$ cat config.mk
export PLATFORM = sky130hd
export DESIGN_NAME = prog_loader
export DESIGN_NICKNAME = d
export VERILOG_FILES = /design/src/rtl/prog_loader.sv
export SDC_FILE = /design/constraint.sdc
export NUM_CORES = 1
export LEC_CHECK = 0
export ABC_AREA = 1
export BUFFER_PORTS_ARGS = -buffer_cell sky130_fd_sc_hd__clkbuf_2
export CORE_MARGIN = 2
export CORE_UTILIZATION = 50
export DETAILED_ROUTE_END_ITERATION = 10
export PLACE_DENSITY = 0.67
export SYNTH_ARGS = -nofsm -noshare
export SYNTH_HDL_FRONTEND = slang
export SYNTH_SLANG_ARGS = --single-unit
$ cat constraint.sdc
create_clock -name clk -period 2.5 [get_ports clk]
set_clock_uncertainty 0.1 [all_clocks]
set_input_delay 0.5 -clock clk [delete_from_list [all_inputs] [get_ports clk]]
set_output_delay 0.5 -clock clk [all_outputs]
set_load 0.02 [all_outputs]
$ cat src/rtl/prog_loader.sv
// Program image loader: receives DEPTH bytes plus an optional checksum byte over a
// valid/ready stream, stores them, and exposes them to the CPU fetch port.
module prog_loader #(
  parameter int unsigned DEPTH    = 16,
  parameter int unsigned AW       = 4,
  parameter int unsigned DW       = 8,
  parameter bit          CHECKSUM = 1'b1
) (
  input  logic          clk,
  input  logic          rst,
  input  logic          start,
  input  logic          s_valid,
  output logic          s_ready,
  input  logic [DW-1:0] s_data,
  input  logic [AW-1:0] rd_addr,
  output logic [DW-1:0] rd_data,
  output logic          busy,
  output logic          done,
  output logic          err,
  output logic          image_ok,
  output logic          cpu_hold
);

  typedef enum logic [1:0] {IDLE, LOAD, CSUM} state_t;

  state_t        state, state_d;
  logic [AW-1:0] addr, addr_d;
  logic [DW-1:0] sum, sum_d;
  logic [DW-1:0] csum_total;
  logic          err_d, image_ok_d, done_d, busy_d, we;
  logic [DW-1:0] mem [DEPTH];

  assign csum_total = sum + s_data;

  // Next-state, datapath updates and stream ready
  always_comb begin
    state_d    = state;
    addr_d     = addr;
    sum_d      = sum;
    err_d      = err;
    image_ok_d = image_ok;
    done_d     = 1'b0;
    we         = 1'b0;
    s_ready    = 1'b0;
    case (state)
      IDLE: begin
        if (start) begin
          state_d    = LOAD;
          addr_d     = '0;
          sum_d      = '0;
          err_d      = 1'b0;
          image_ok_d = 1'b0;
        end
      end
      LOAD: begin
        s_ready = 1'b1;
        if (s_valid) begin
          we     = 1'b1;
          sum_d  = csum_total;
          addr_d = addr + AW'(1);
          if (addr == AW'(DEPTH - 1)) begin
            if (CHECKSUM) begin
              state_d = CSUM;
            end else begin
              state_d    = IDLE;
              image_ok_d = 1'b1;
              done_d     = 1'b1;
            end
          end
        end
      end
      CSUM: begin
        // Checksum byte is consumed but never written to memory
        s_ready = 1'b1;
        if (s_valid) begin
          if (csum_total == '0) image_ok_d = 1'b1;
          else                  err_d      = 1'b1;
          done_d  = 1'b1;
          state_d = IDLE;
        end
      end
      default: state_d = IDLE;
    endcase
    busy_d = (state_d != IDLE);
  end

  // Control state register
  always_ff @(posedge clk) begin
    if (rst) begin
      state    <= IDLE;
      addr     <= '0;
      sum      <= '0;
      busy     <= 1'b0;
      done     <= 1'b0;
      err      <= 1'b0;
      image_ok <= 1'b0;
    end else begin
      state    <= state_d;
      addr     <= addr_d;
      sum      <= sum_d;
      busy     <= busy_d;
      done     <= done_d;
      err      <= err_d;
      image_ok <= image_ok_d;
    end
  end

  // Program memory; reset clears the whole image
  always_ff @(posedge clk) begin
    if (rst) begin
      mem <= '{default: '0};
    end else if (we) begin
      mem[addr] <= s_data;
    end
  end

  assign rd_data  = mem[rd_addr];
  assign cpu_hold = busy | ~image_ok;

endmodule

# ---- Word-level counts from Yosys, hierarchy flattened
# Cells that the tools add are included.
dict set report classes {
  n_lt_le_gt_ge 3
  mux 27
  div_mod_pow 0
  bitwise_logic 5
  shift 0
  n_eq_ne 8
  mul 0
  reduce_logical 11
  add_sub_neg 2
}
# op count
set op_table {}
lappend op_table {{$bwmux W128} 1}
lappend op_table {{$mux W8} 5}
lappend op_table {{$bmux W8 S4} 1}
lappend op_table {{$demux W8 S4} 1}
lappend op_table {{$pmux W8 S2} 1}
lappend op_table {{$ge A5 B5 Y1 const B} 2}
lappend op_table {{$ne A2 B2 Y1 const B} 5}
lappend op_table {{$not A4 Y5} 2}
lappend op_table {{$add A8 B8 Y8} 1}
lappend op_table {{$logic_not A8 Y1} 1}
lappend op_table {{$mux W1} 8}
lappend op_table {{$mux W2} 4}
lappend op_table {{$mux W4} 2}
lappend op_table {{$pmux W4 S2} 1}
lappend op_table {{$reduce_and A4 Y1} 2}
lappend op_table {{$pmux W2 S3} 1}
lappend op_table {{$reduce_bool A2 Y1} 3}
lappend op_table {{$lt A5 B1 Y1 const B} 1}
lappend op_table {{$add A4 B1 Y4 const B} 1}
lappend op_table {{$eq A4 B4 Y1 const B} 1}
lappend op_table {{$pmux W1 S2} 2}
lappend op_table {{$reduce_or A2 Y1} 2}
lappend op_table {{$reduce_and A3 Y1} 1}
lappend op_table {{$eq A2 B1 Y1 const B} 1}
lappend op_table {{other kinds (5)} 6}
dict set report word_totals {
  latch_bits 0
  romBits 0
  n_memories 0
  reg_bits 146
  ram_bits 0
  output_inout_bits 14
  word_cells 79
  inputBits 16
}

# ---- Longest topological paths before layout
dict set report depth {
  word_depth 6
  ltp_mapped 13
  mapped_depth_nobuf 13
}

# ---- Worst setup path after synthesis
# No wires, ideal clock.
dict set report synth_path {
  kind {input to register}
  startpoint {input s_data[0]}
  endpoint {register err}
  required_ns 2.286
  n_path_buf 0
  setup_time_ns 0.114
  path_stages 9
  t_arrival_ns 1.948
  path_slack_ns 0.338
  path_cell_list {ha_1 > fa_1 > or2_2 > nor2_1 > nand3_1 > nor2_2 > nand2_1 > a21oi_1 > nor2_1}
}
dict set report synth_between {
  elab_chain_cells 4
}
# element line
set synth_lines {}
lappend synth_lines {{from (decl)} 14} ;# input logic [DW-1:0] s_data,
lappend synth_lines {{$add A8 B8 Y8} 33} ;# assign csum_total = sum + s_data;
lappend synth_lines {{$logic_not A8 Y1} 76} ;# if (csum_total == '0) image_ok_d = 1'b1;
lappend synth_lines {{$ne A2 B2 Y1 (no line)} --}
lappend synth_lines {{$reduce_and A4 Y1 (no line)} --}
lappend synth_lines {{to (signal assigned)} 103} ;# err <= err_d;
lappend synth_lines {{to (decl)} 19} ;# output logic err,
# No other way between the ends.
# A chain may end at the register's enable or synchronous reset.

# ---- Worst setup path in the final report
dict set report layout_path {
  startpoint {input rd_addr[0]}
  endpoint {output rd_data[7]}
}
dict set report layout_between {
  elab_chain_cells 4
}
# element line
set layout_lines {}
lappend layout_lines {{from (decl)} 15} ;# input logic [AW-1:0] rd_addr,
lappend layout_lines {{$not A4 Y5 (implied by the code)} 117} ;# assign rd_data = mem[rd_addr];
lappend layout_lines {{$bmux W8 S4} 117}
lappend layout_lines {{$mux W8 (implied by the code) (2 in a row)} 117}
lappend layout_lines {{to (decl)} 16} ;# output logic [DW-1:0] rd_data,
# No other way between the ends. The select of a mux whose other input is x is not followed.

==> results.cfg <==
[finish]
final_util_pct = 57.4
final_cell_mix = nor2_1 (213), o21ai_0 (169), dfxtp_1 (146)
syn_to_final_growth_pct = 13.6
fin_nets = 993
seqCellArea_sq_um = 2920
layout_commonest_cell = nor2_1
multi_input_area_sq_um = 3450
fillCellCount = 1291
drive_above_1_share_pct = 11.7
antenna_cells = 0
final_cells = 1153

[status]
run_status = completed

[synthesis]
ys_seq_area_share_pct = 42.2
synth_nets = 974
synth-edff-count = 0
synthArstFlopShare_pct = 0
synth_cell_types = 36
synth-seq-cells = 146
synth_area_per_cell_sq_um = 7.36
syn_area_sq_um = 6930
synthCells = 942
synthFlopType = dfxtp_1
synth_warnings = 0

[drt]
drtIter0Drc = 705
avgViaCountPerCell = 5.41
drtPass1Iterations = 5
drt_drc_violations_left = 0
wl_mm = 18.5
ant_nets = 0
wl_per_cell_um = 16.1
num_vias = 6240

[timing]
finalHoldViolations = 0
tightestPinTransition_ns = 0.442
fin_hold_ws_ns = 0.263
setup_ws_ns = 0.133
relSlewSlack_pct = 70.2
finalWorstPathRequiredPeriod_ns = 2.37
rsz0062_at_grt = no
setup_viol = 0
maxSlewViolCount = 0
fmax_mhz = 422
fin_setup_tns_ns = 0
fin_crit_sh_pct = 94.7

[place]
gp_congestion = 0.856
dp_cells = 1122
dpl.hpwl_mm = 12.4
dpl_worst_slack_ns = 0.131
port_buffers = 29

[global_routing]
grt_max_degree = 63
grt_pass1_vias = 5563
grt_antenna_before_repair = 0
grt-ovfl-total = 0
grt_pass1_wl_mm = 30.0
gr-usage-all-layers_pct = 26.3

[power_and_ir_drop]
ir_drop_mv = 0.522
p_per_area_nw_per_um2 = 657
p_leak_uw = 0.00335

[floorplan]
initial_utilization_pct = 50.5
design.core.area_sq_um = 13700
ios = 30
dieArea_sq_um = 14800
fp-row-count = 43
die_w_um = 122
die_y_um = 122

[worst_hold_path]
hold_class = in -> reg
worstHoldPathCells = 3

[cts]
cts_root_buffer = clkbuf_16
numCtsBuffers = 17
cts_tree = yes
clk_path_buf_depth = 2
clock_sinks = 146
insertion_delay_ns = 0.42
cts_resized = 0
cts_setup_buffers = 0
htreeDepth = 4
clk_pin_slew_ns = 0.05
holdBufCountCts = 0

[critical_path]
startpoint_type = input pin
cp.arrival_ns = 1.77
worstSetupPathType = in -> out
cp-end-kind = output port
worstPathRequired_ns = 1.90
ff2ff_path_depth = 9
worst-path-max-fanout = 23

[job]
drv_cap = 0
metrics by stage:
stage / instance area (sq um) / total power (uW)
after CTS: 7870 / 5200
after global placement: 7330 / 2860
after detailed placement: 7330 / 2860
after global routing: 7870 / 5360
final: 7870 / 5170
after floorplan: 6930 / 2700
kinds of logic (layout without fill, tap and decap cells):
| logic type | after synthesis | after routing | synth area share, % |
|---|---|---|---|
| fa+ha+maj | 16 | 16 | 3.00 |
| flops | 146 | 146 | 42.2 |
| simple gates | 323 | 323 | 19.7 |
| buf+inv | 136 | 167 | 7.96 |
| xor+xnor | 3 | 3 | 0.379 |
| mux | 32 | 32 | 4.62 |
| compound gates | 286 | 286 | 22.1 |
path summary, 6_finish.rpt:
path	from	endpoint	slack, ns
worst max register to register	sum[0]	err	0.43
worst max-delay path	rd_addr[0]	rd_data[7]	0.13
worst min register to register	mem[53]	mem[53]	0.35
worst min-delay path	s_valid	done	0.26
cells in the mapped netlist (3+ instances only):
cell type / instances / area share, %
ha_1: 15 / 2.7
a21oi_1: 79 / 5.7
nor2_1: 213 / 12
nand2_1: 61 / 3.3
nand4_1: 4 / 0.36
mux2i_1: 32 / 4.6
nand2_2: 3 / 0.27
o21ai_0: 169 / 12
o211ai_1: 32 / 3.5
nor2_4: 8 / 1.3
buf_2: 12 / 0.87
inv_2: 15 / 0.81
nand3_1: 21 / 1.5
clkbuf_1: 34 / 1.8
nor2_2: 6 / 0.54
inv_1: 68 / 3.7
dfxtp_1: 146 / 42
layout make-up:
class	instances	area share (%)
well taps	180	2.86
multi-input cells	660	43.9
flip-flops and latches	146	37.1
clock inverters	4	0.636
inverters	85	4.15
clock buffers	27	6.26
repair buffers	51	5.09
where the power goes:
group          switching [uW]  total, uW  internal [uW]
clock network             916       2360           1440
logic                     305        455            150
registers                13.2       2360           2350
state kept, by name, summed over array words and instances, names as in the netlist:
name      cells
busy          1
state         2
err           1
addr          4
sum           8
image_ok      1
mem         128
done          1
routing by layer:
layer	part of all wire [%]	routed length [um]	track usage [%]	vias to the layer above
li1	-	-	-	3162
met1	48	8870	38.0	2840
met2	43	7910	37.5	205
met3	7.1	1310	6.37	33
met4	2.2	409	10.8	0
met5	0	0	0	-
critical path, stage by stage:
cell	delay, ns
buf_4	0.20
buf_12	0.19
mux2i_1	0.22
o21ai_0	0.12
o211ai_1	0.25
nand2_1	0.10
clkbuf_2	0.17
(Power assumes the default switching activity.)
